===== src/rtl/i2c_pkg.sv =====
// Shared encodings for the I2C bus sequencer: engine commands, FSM states and the latched request.
package i2c_pkg;

   localparam int unsigned ADDR_W = 7;
   localparam int unsigned DATA_W = 8;
   localparam int unsigned N_CLI  = 2;
   localparam logic        ACK    = 1'b0;

   typedef enum logic [1:0] {
      CMD_START = 2'd0,
      CMD_WRITE = 2'd1,
      CMD_READ  = 2'd2,
      CMD_STOP  = 2'd3
   } eng_cmd_e;

   typedef enum logic [2:0] {
      S_IDLE   = 3'd0,
      S_START  = 3'd1,
      S_ADDR   = 3'd2,
      S_DATA   = 3'd3,
      S_STOP   = 3'd4,
      S_FINISH = 3'd5
   } state_e;

   typedef struct packed {
      logic [ADDR_W-1:0] addr;
      logic              rw;
      logic [DATA_W-1:0] wdata;
   } req_t;

endpackage


===== src/rtl/i2c_bus_sequencer_if.sv =====
// Client request bus plus I2C byte-engine command bus; master = sequencer side.
interface i2c_bus_sequencer_if;
   import i2c_pkg::*;

   logic [N_CLI-1:0]  Req;
   logic [ADDR_W-1:0] Addr0;
   logic [ADDR_W-1:0] Addr1;
   logic [N_CLI-1:0]  RW;
   logic [DATA_W-1:0] WrData0;
   logic [DATA_W-1:0] WrData1;
   logic [N_CLI-1:0]  Grant;
   logic [N_CLI-1:0]  ReqDone;
   logic              Nack;
   logic              Error;
   logic [DATA_W-1:0] RdData;
   eng_cmd_e          EngCmd;
   logic              EngGo;
   logic [DATA_W-1:0] EngTxData;
   logic              EngDone;
   logic              EngAck;
   logic [DATA_W-1:0] EngRxData;
   logic              EngAbort;

   modport master (
      input  Req, Addr0, Addr1, RW, WrData0, WrData1, EngDone, EngAck, EngRxData,
      output Grant, ReqDone, Nack, Error, RdData, EngCmd, EngGo, EngTxData, EngAbort
   );

   modport slave (
      output Req, Addr0, Addr1, RW, WrData0, WrData1, EngDone, EngAck, EngRxData,
      input  Grant, ReqDone, Nack, Error, RdData, EngCmd, EngGo, EngTxData, EngAbort
   );

endinterface


===== src/rtl/rr_arbiter2.sv =====
// Two-way round-robin pick with the current owner and the last-served pointer.
module rr_arbiter2 (
   input  logic       clock,
   input  logic       Reset,
   input  logic [1:0] req,
   input  logic       grant_en,
   input  logic       finish_en,
   output logic [1:0] pick_c,
   output logic       owner_q
);
   logic last_q, last_d, owner_d;

   // On contention the client not served last wins.
   always_comb begin
      pick_c = req;
      if (req == 2'b11) pick_c = last_q ? 2'b01 : 2'b10;
   end

   always_comb begin
      owner_d = owner_q;
      last_d  = last_q;
      if (grant_en)  owner_d = pick_c[1];
      if (finish_en) last_d  = owner_q;
   end

   always_ff @(posedge clock) begin
      if (Reset) begin
         owner_q <= 1'b0;
         last_q  <= 1'b1;
      end else begin
         owner_q <= owner_d;
         last_q  <= last_d;
      end
   end

endmodule


===== src/rtl/i2c_bus_sequencer.sv =====
// Round-robin sharing of one I2C byte engine between two clients: START, address, data, STOP.
module i2c_bus_sequencer
   import i2c_pkg::*;
#(
   parameter int unsigned TIMEOUT = 1023,
   parameter int unsigned TW      = 10
) (
   input logic                 clock,
   input logic                 Reset,
   i2c_bus_sequencer_if.master bus
);
   state_e            state_q, state_d;
   logic              issue_q, issue_d;
   logic [TW-1:0]     cnt_q, cnt_d;
   req_t              req_q, req_d;
   logic [N_CLI-1:0]  grant_q, grant_d, done_q, done_d;
   logic              nack_q, nack_d, error_q, error_d;
   logic              go_q, go_d, abort_q, abort_d;
   logic [DATA_W-1:0] rdata_q, rdata_d, txd_q, txd_d;
   eng_cmd_e          cmd_q, cmd_d;
   logic [N_CLI-1:0]  pick_c, owner_oh_c;
   logic              owner_q, grant_en_c, finish_en_c;

   rr_arbiter2 u_arb (
      .clock     (clock),
      .Reset     (Reset),
      .req       (bus.Req),
      .grant_en  (grant_en_c),
      .finish_en (finish_en_c),
      .pick_c    (pick_c),
      .owner_q   (owner_q)
   );

   assign owner_oh_c = owner_q ? 2'b10 : 2'b01;

   // issue_q marks the first cycle in a command state, where EngGo is raised; afterwards we wait.
   always_comb begin
      state_d     = state_q;
      issue_d     = 1'b0;
      cnt_d       = cnt_q;
      req_d       = req_q;
      grant_d     = (state_q == S_IDLE) ? '0 : owner_oh_c;
      done_d      = '0;
      nack_d      = nack_q;
      error_d     = error_q;
      rdata_d     = rdata_q;
      cmd_d       = cmd_q;
      go_d        = 1'b0;
      txd_d       = txd_q;
      abort_d     = 1'b0;
      grant_en_c  = 1'b0;
      finish_en_c = 1'b0;
      case (state_q)
         S_IDLE: begin
            if (|bus.Req) begin
               grant_en_c = 1'b1;
               req_d      = (pick_c == 2'b10) ? {bus.Addr1, bus.RW[1], bus.WrData1}
                                              : {bus.Addr0, bus.RW[0], bus.WrData0};
               nack_d     = 1'b0;
               error_d    = 1'b0;
               issue_d    = 1'b1;
               state_d    = S_START;
            end
         end
         S_FINISH: begin
            done_d      = owner_oh_c;
            finish_en_c = 1'b1;
            state_d     = S_IDLE;
         end
         default: begin
            if (issue_q) begin
               go_d  = 1'b1;
               cnt_d = '0;
               case (state_q)
                  S_START: cmd_d = CMD_START;
                  S_ADDR: begin
                     cmd_d = CMD_WRITE;
                     txd_d = {req_q.addr, req_q.rw};
                  end
                  S_DATA: begin
                     cmd_d = req_q.rw ? CMD_READ : CMD_WRITE;
                     if (!req_q.rw) txd_d = req_q.wdata;
                  end
                  default: cmd_d = CMD_STOP;
               endcase
            end else if (bus.EngDone) begin
               issue_d = 1'b1;
               case (state_q)
                  S_START: state_d = S_ADDR;
                  S_ADDR: begin
                     if (bus.EngAck == ACK) begin
                        state_d = S_DATA;
                     end else begin
                        nack_d  = 1'b1;
                        state_d = S_STOP;
                     end
                  end
                  S_DATA: begin
                     state_d = S_STOP;
                     if (req_q.rw) rdata_d = bus.EngRxData;
                     else if (bus.EngAck != ACK) nack_d = 1'b1;
                  end
                  default: begin
                     issue_d = 1'b0;
                     state_d = S_FINISH;
                  end
               endcase
            end else if (cnt_q == TW'(TIMEOUT - 1)) begin
               // Abort skips STOP; the engine releases the bus itself.
               abort_d = 1'b1;
               error_d = 1'b1;
               state_d = S_FINISH;
            end else begin
               cnt_d = cnt_q + TW'(1);
            end
         end
      endcase
   end

   always_ff @(posedge clock) begin
      if (Reset) begin
         state_q <= S_IDLE;
         issue_q <= 1'b0;
         cnt_q   <= '0;
         req_q   <= '0;
         grant_q <= '0;
         done_q  <= '0;
         nack_q  <= 1'b0;
         error_q <= 1'b0;
         rdata_q <= '0;
         cmd_q   <= CMD_START;
         go_q    <= 1'b0;
         txd_q   <= '0;
         abort_q <= 1'b0;
      end else begin
         state_q <= state_d;
         issue_q <= issue_d;
         cnt_q   <= cnt_d;
         req_q   <= req_d;
         grant_q <= grant_d;
         done_q  <= done_d;
         nack_q  <= nack_d;
         error_q <= error_d;
         rdata_q <= rdata_d;
         cmd_q   <= cmd_d;
         go_q    <= go_d;
         txd_q   <= txd_d;
         abort_q <= abort_d;
      end
   end

   assign bus.Grant     = grant_q;
   assign bus.ReqDone   = done_q;
   assign bus.Nack      = nack_q;
   assign bus.Error     = error_q;
   assign bus.RdData    = rdata_q;
   assign bus.EngCmd    = cmd_q;
   assign bus.EngGo     = go_q;
   assign bus.EngTxData = txd_q;
   assign bus.EngAbort  = abort_q;

endmodule


===== src/flat_wrapper.sv =====
// flat-port wrapper written by rule: the top's interface ports become plain ports
module i2c_bus_sequencer_flat import i2c_pkg::*;
#(
   parameter int unsigned TIMEOUT = 1023,
   parameter int unsigned TW      = 10
)
  (clock, Reset, bus_Req, bus_Addr0, bus_Addr1, bus_RW, bus_WrData0, bus_WrData1, bus_EngDone, bus_EngAck, bus_EngRxData, bus_Grant, bus_ReqDone, bus_Nack, bus_Error, bus_RdData, bus_EngCmd, bus_EngGo, bus_EngTxData, bus_EngAbort);
  i2c_bus_sequencer_if bus_i ();
  input logic clock;
  input logic Reset;
  input wire logic [$bits(bus_i.Req)-1:0] bus_Req;
  input wire logic [$bits(bus_i.Addr0)-1:0] bus_Addr0;
  input wire logic [$bits(bus_i.Addr1)-1:0] bus_Addr1;
  input wire logic [$bits(bus_i.RW)-1:0] bus_RW;
  input wire logic [$bits(bus_i.WrData0)-1:0] bus_WrData0;
  input wire logic [$bits(bus_i.WrData1)-1:0] bus_WrData1;
  input wire logic [$bits(bus_i.EngDone)-1:0] bus_EngDone;
  input wire logic [$bits(bus_i.EngAck)-1:0] bus_EngAck;
  input wire logic [$bits(bus_i.EngRxData)-1:0] bus_EngRxData;
  output wire logic [$bits(bus_i.Grant)-1:0] bus_Grant;
  output wire logic [$bits(bus_i.ReqDone)-1:0] bus_ReqDone;
  output wire logic [$bits(bus_i.Nack)-1:0] bus_Nack;
  output wire logic [$bits(bus_i.Error)-1:0] bus_Error;
  output wire logic [$bits(bus_i.RdData)-1:0] bus_RdData;
  output wire logic [$bits(bus_i.EngCmd)-1:0] bus_EngCmd;
  output wire logic [$bits(bus_i.EngGo)-1:0] bus_EngGo;
  output wire logic [$bits(bus_i.EngTxData)-1:0] bus_EngTxData;
  output wire logic [$bits(bus_i.EngAbort)-1:0] bus_EngAbort;
  assign bus_i.Req = bus_Req;
  assign bus_i.Addr0 = bus_Addr0;
  assign bus_i.Addr1 = bus_Addr1;
  assign bus_i.RW = bus_RW;
  assign bus_i.WrData0 = bus_WrData0;
  assign bus_i.WrData1 = bus_WrData1;
  assign bus_i.EngDone = bus_EngDone;
  assign bus_i.EngAck = bus_EngAck;
  assign bus_i.EngRxData = bus_EngRxData;
  assign bus_Grant = bus_i.Grant;
  assign bus_ReqDone = bus_i.ReqDone;
  assign bus_Nack = bus_i.Nack;
  assign bus_Error = bus_i.Error;
  assign bus_RdData = bus_i.RdData;
  assign bus_EngCmd = bus_i.EngCmd;
  assign bus_EngGo = bus_i.EngGo;
  assign bus_EngTxData = bus_i.EngTxData;
  assign bus_EngAbort = bus_i.EngAbort;
  i2c_bus_sequencer #(.TIMEOUT(TIMEOUT), .TW(TW)) u_core (.clock(clock), .Reset(Reset), .bus(bus_i));
endmodule

===== config.mk =====
export PLATFORM = sky130hd
export DESIGN_NAME = i2c_bus_sequencer_flat
export DESIGN_NICKNAME = d
export VERILOG_FILES = /design/src/rtl/i2c_pkg.sv /design/src/rtl/i2c_bus_sequencer_if.sv /design/src/rtl/rr_arbiter2.sv /design/src/rtl/i2c_bus_sequencer.sv /design/src/flat_wrapper.sv
export SDC_FILE = /design/constraint.sdc
export NUM_CORES = 1
export LEC_CHECK = 0
export CAP_MARGIN = 30
export CORE_MARGIN = 3
export CORE_UTILIZATION = 43
export DETAILED_ROUTE_END_ITERATION = 10
export PLACE_DENSITY = 0.75
export RECOVER_POWER = 25
export SYNTH_ARGS = -nofsm -noshare
export SYNTH_HDL_FRONTEND = slang
export SYNTH_SLANG_ARGS = --single-unit

===== constraint.sdc =====
create_clock -name clock -period 1.45 [get_ports clock]
set_input_delay 0.145 -clock clock [delete_from_list [all_inputs] [get_ports clock]]
set_output_delay 0.145 -clock clock [all_outputs]
set_load 0.05 [all_outputs]

==> results of run 1 <==
## placed cells by master (no fill, tap or decap), types with 4 or more instances in the layout
cell / netlist / layout
dfxtp_2: 0 / 5
nand3_1: 17 / 15
clkdlybuf4s50_1: 0 / 44
buf_6: 2 / 4
a311oi_1: 8 / 8
buf_4: 2 / 52
clkbuf_16: 0 / 4
inv_1: 9 / 8
a211oi_1: 16 / 7
buf_12: 0 / 6
dfxtp_1: 58 / 50
mux2i_1: 27 / 27
a211oi_2: 0 / 9
a21oi_2: 0 / 4
nor2_2: 0 / 8
nor2_1: 41 / 30
o21ai_0: 8 / 6
nand2_1: 21 / 18
clkbuf_1: 11 / 8
clkbuf_8: 0 / 9
o31ai_1: 5 / 4
nor3_1: 8 / 5
a21oi_1: 15 / 11
## flip-flops by register name, indices dropped and copies added (netlist names), 2 cells and up
| register | count |
|---|---|
| u_core.bus.EngCmd | 2 |
| u_core.bus.EngTxData | 8 |
| u_core.bus.Grant | 2 |
| u_core.bus.RdData | 8 |
| u_core.bus.ReqDone | 2 |
| u_core.cnt_q | 10 |
| u_core.req_q | 16 |
| u_core.state_q | 3 |
## stage by stage
step	cells	setup TNS, ns	utilization	setup slack, ns	hold WS, ns
after floorplan	299	-0.07153	-	-0.02593	0.2922
after global placement	456	-3.327	0.6351	-0.1914	0.4545
after detailed placement	456	-4.127	0.6351	-0.2566	0.4542
after CTS	477	-0.8112	0.7000	-0.08954	0.2385
after global routing	487	-3.888	0.7499	-0.1634	0.2917
final	487	-1.404	0.7499	-0.1217	0.2879
## cell type report
type / instances / area share
tap: 72 / 0.02104
multi-input combinational: 209 / 0.3714
sequential: 58 / 0.2753
clock inverter: 7 / 0.02367
inverter: 9 / 0.007890
clock buffer: 9 / 0.02893
timing repair buffer: 123 / 0.2718
## worst reg2reg max path, stage by stage (launching register included)
cell and delay [ns]:
dfxtp_4 0.38, xor2_4 0.18, o22ai_2 0.11, buf_6 0.16, or4_4 0.51, a21oi_2 0.15
## power breakdown
group,switching [uW],internal (uW)
Sequential,285,1940
Combinational,1940,1850
Clock,715,981
## worst max path at each step
stage | start | end | cells after the start
after floorplan | u_core.state_q[0] | u_core.state_q[1] | 6
after global placement | bus_EngDone | u_core.bus.RdData[3] | 6
after detailed placement | bus_EngDone | u_core.cnt_q[3] | 6
after CTS | u_core.cnt_q[0] | u_core.cnt_q[3] | 7
after global routing | u_core.cnt_q[0] | u_core.cnt_q[3] | 7
final | u_core.state_q[0] | u_core.cnt_q[3] | 5
## cell families after synthesis
kind of cell	Yosys count	synth area share
mux	27	0.1024
xor+xnor	1	0.006163
fa+ha+maj	2	0.009477
simple gates	110	0.2033
buf+inv	32	0.05734
flops	58	0.4398
compound gates	69	0.1815
## timing repair
item                                    CTS  global route
gates resized for setup                  19            47
cloned                                    2             4
pin swaps                                 4            14
endpoints found under the setup margin   41            48
buffers inserted                          3             7
## cells in the mapped netlist (6+ instances only)
cell / count
a211oi_1: 16
dfxtp_1: 58
inv_1: 9
nand2_1: 21
buf_2: 7
mux2i_1: 27
o21ai_0: 8
a21oi_1: 15
nor3_1: 8
clkbuf_1: 11
a311oi_1: 8
or4_1: 6
nand3_1: 17
nor2_1: 41
## metal layers
metal | GRT usage | vias up | wire length (um)
met4 | 0.08921 | 0 | 192
met1 | 0.2669 | 1316 | 3476
met5 | 0 | - | 0
met3 | 0.05790 | 20 | 546
met2 | 0.3350 | 106 | 4029
li1 | - | 1313 | -
==> flow_summary.toml, run 1 <==
[outcome]
status = "finished, violations left"
failed_checks = "negative setup slack"

[timing]
finalHoldViolCount = 0
clock_skew_ns = 0.006080
finalMaxSlewViolations = 0
worstMarginPinSlew_ns = 0.6025
layout_setup_ws_ns = -0.1217
min_period_ns = 1.572
rsz0062_at_grt = "true"
max_freq_ghz = 0.6363
setup_violations = 28
relSlewSlack = 0.6001
finalCritPeriodShare = 1.084

[routing]
ant_nets = 0
post_drt_wl_per_cell_um = 16.93
drt_iter0_drc = 146
totalWireLength_um = 8244
first_pass_iters = 4
remaining_drc_errors = 0
vias_per_cell = 5.657
vias = 2755

[worst_hold_path]
hold_path_class = "in -> reg"
hold_path_startpoint = "Reset"
min_path_cells = 2
hold-path-endpoint = "u_core.u_arb.owner_q"

[worst_setup_path]
rr_worst_depth = 5
worstSetupPathType = "reg -> reg"
startpoint_type = "register"
r2r-end = "u_core.cnt_q[3]"
end_kind = "register"
cp_top_family = "simple AND/OR/NAND/NOR gates"
rr_startpoint = "u_core.state_q[0]"
required_ns = 1.71
r2r_slack_ns = -0.12
path_buf_inv = 1
worstPathArrival_ns = 1.83
cp_slowest_cell = "or4_4"
crit_chain = "xor2_4 -> o22ai_2 -> buf_6 -> or4_4 -> a21oi_2"
crit_path_max_fanout = 9
max_stage_delay_ns = 0.51

[clock_tree]
cts_buffers = 9
cts.root.buffer_cell = "clkbuf_8"
clk_path_buf_depth = 2
clk_pin_slew_ns = 0.07
clock_sinks = 58
clkLatencyLatePin_ns = 0.34
h-tree-depth = 3
hold_buffers = 0
cts_tree = "built"

[synthesis]
syn-cell-area_um2 = 2640
synthArstFlopShare = 0
synth_edf_count = 0
ys_ff_latch = 58
synth_top_area_share = 0.4398
ys_warn_count = 0
synth_nets = 347
synth_top_cell_by_area = "dfxtp_1"
synth_area_per_cell_um2 = 8.830
ys_seq_area_frac = 0.4398
synth_cells = 299
synth_flop_cell = "dfxtp_1"
ys_types = 41
synthTopCellsByArea = "dfxtp_1, mux2i_1, nor2_1"

[power_and_ir_drop]
p_leak_uw = 0.001621
finalPower_uw = 7706
ir_worst_vdd_mv = 1.492
pwr_density_cell_nw_per_um2 = 1800

[grt]
track_usage = 0.2099
grt_antenna_before_repair = 0
grt_pass1_wl_um = 12100
grt_pass1_vias = 2578
grt_overflow = 0
grt_start_max_net_pins = 30

[placed_design]
hpwl_um = 5038
portBuffers = 71
placed_area_um2 = 3626
gp_congestion = 0.8701

[cells_and_area]
regArea_um2 = 1179
nets = 458
num_antenna_cells = 0
fillers = 417
synthToLayoutAreaGrowth_pct = 62.18
final_layout_size_suffix_gt1_frac = 0.3542
stdcell_area_um2 = 4282
multi_input_area_um2 = 1590

[floorplan]
core_area_um2 = 5709
num_rows = 27
pin_count = 72
die_h_um = 84.36
die-area_um2 = 7116
die_w_um = 84.36
start_util = 0.4624

[job]
max_cap_viol_count = 0
(Power assumes the default switching activity.)
==> run 2, diff against run 1 <==
- SLEW_MARGIN: not set -> 20
==> results of run 2 <==
No change in the layout: final DEF, timing and power equal those of run 1.
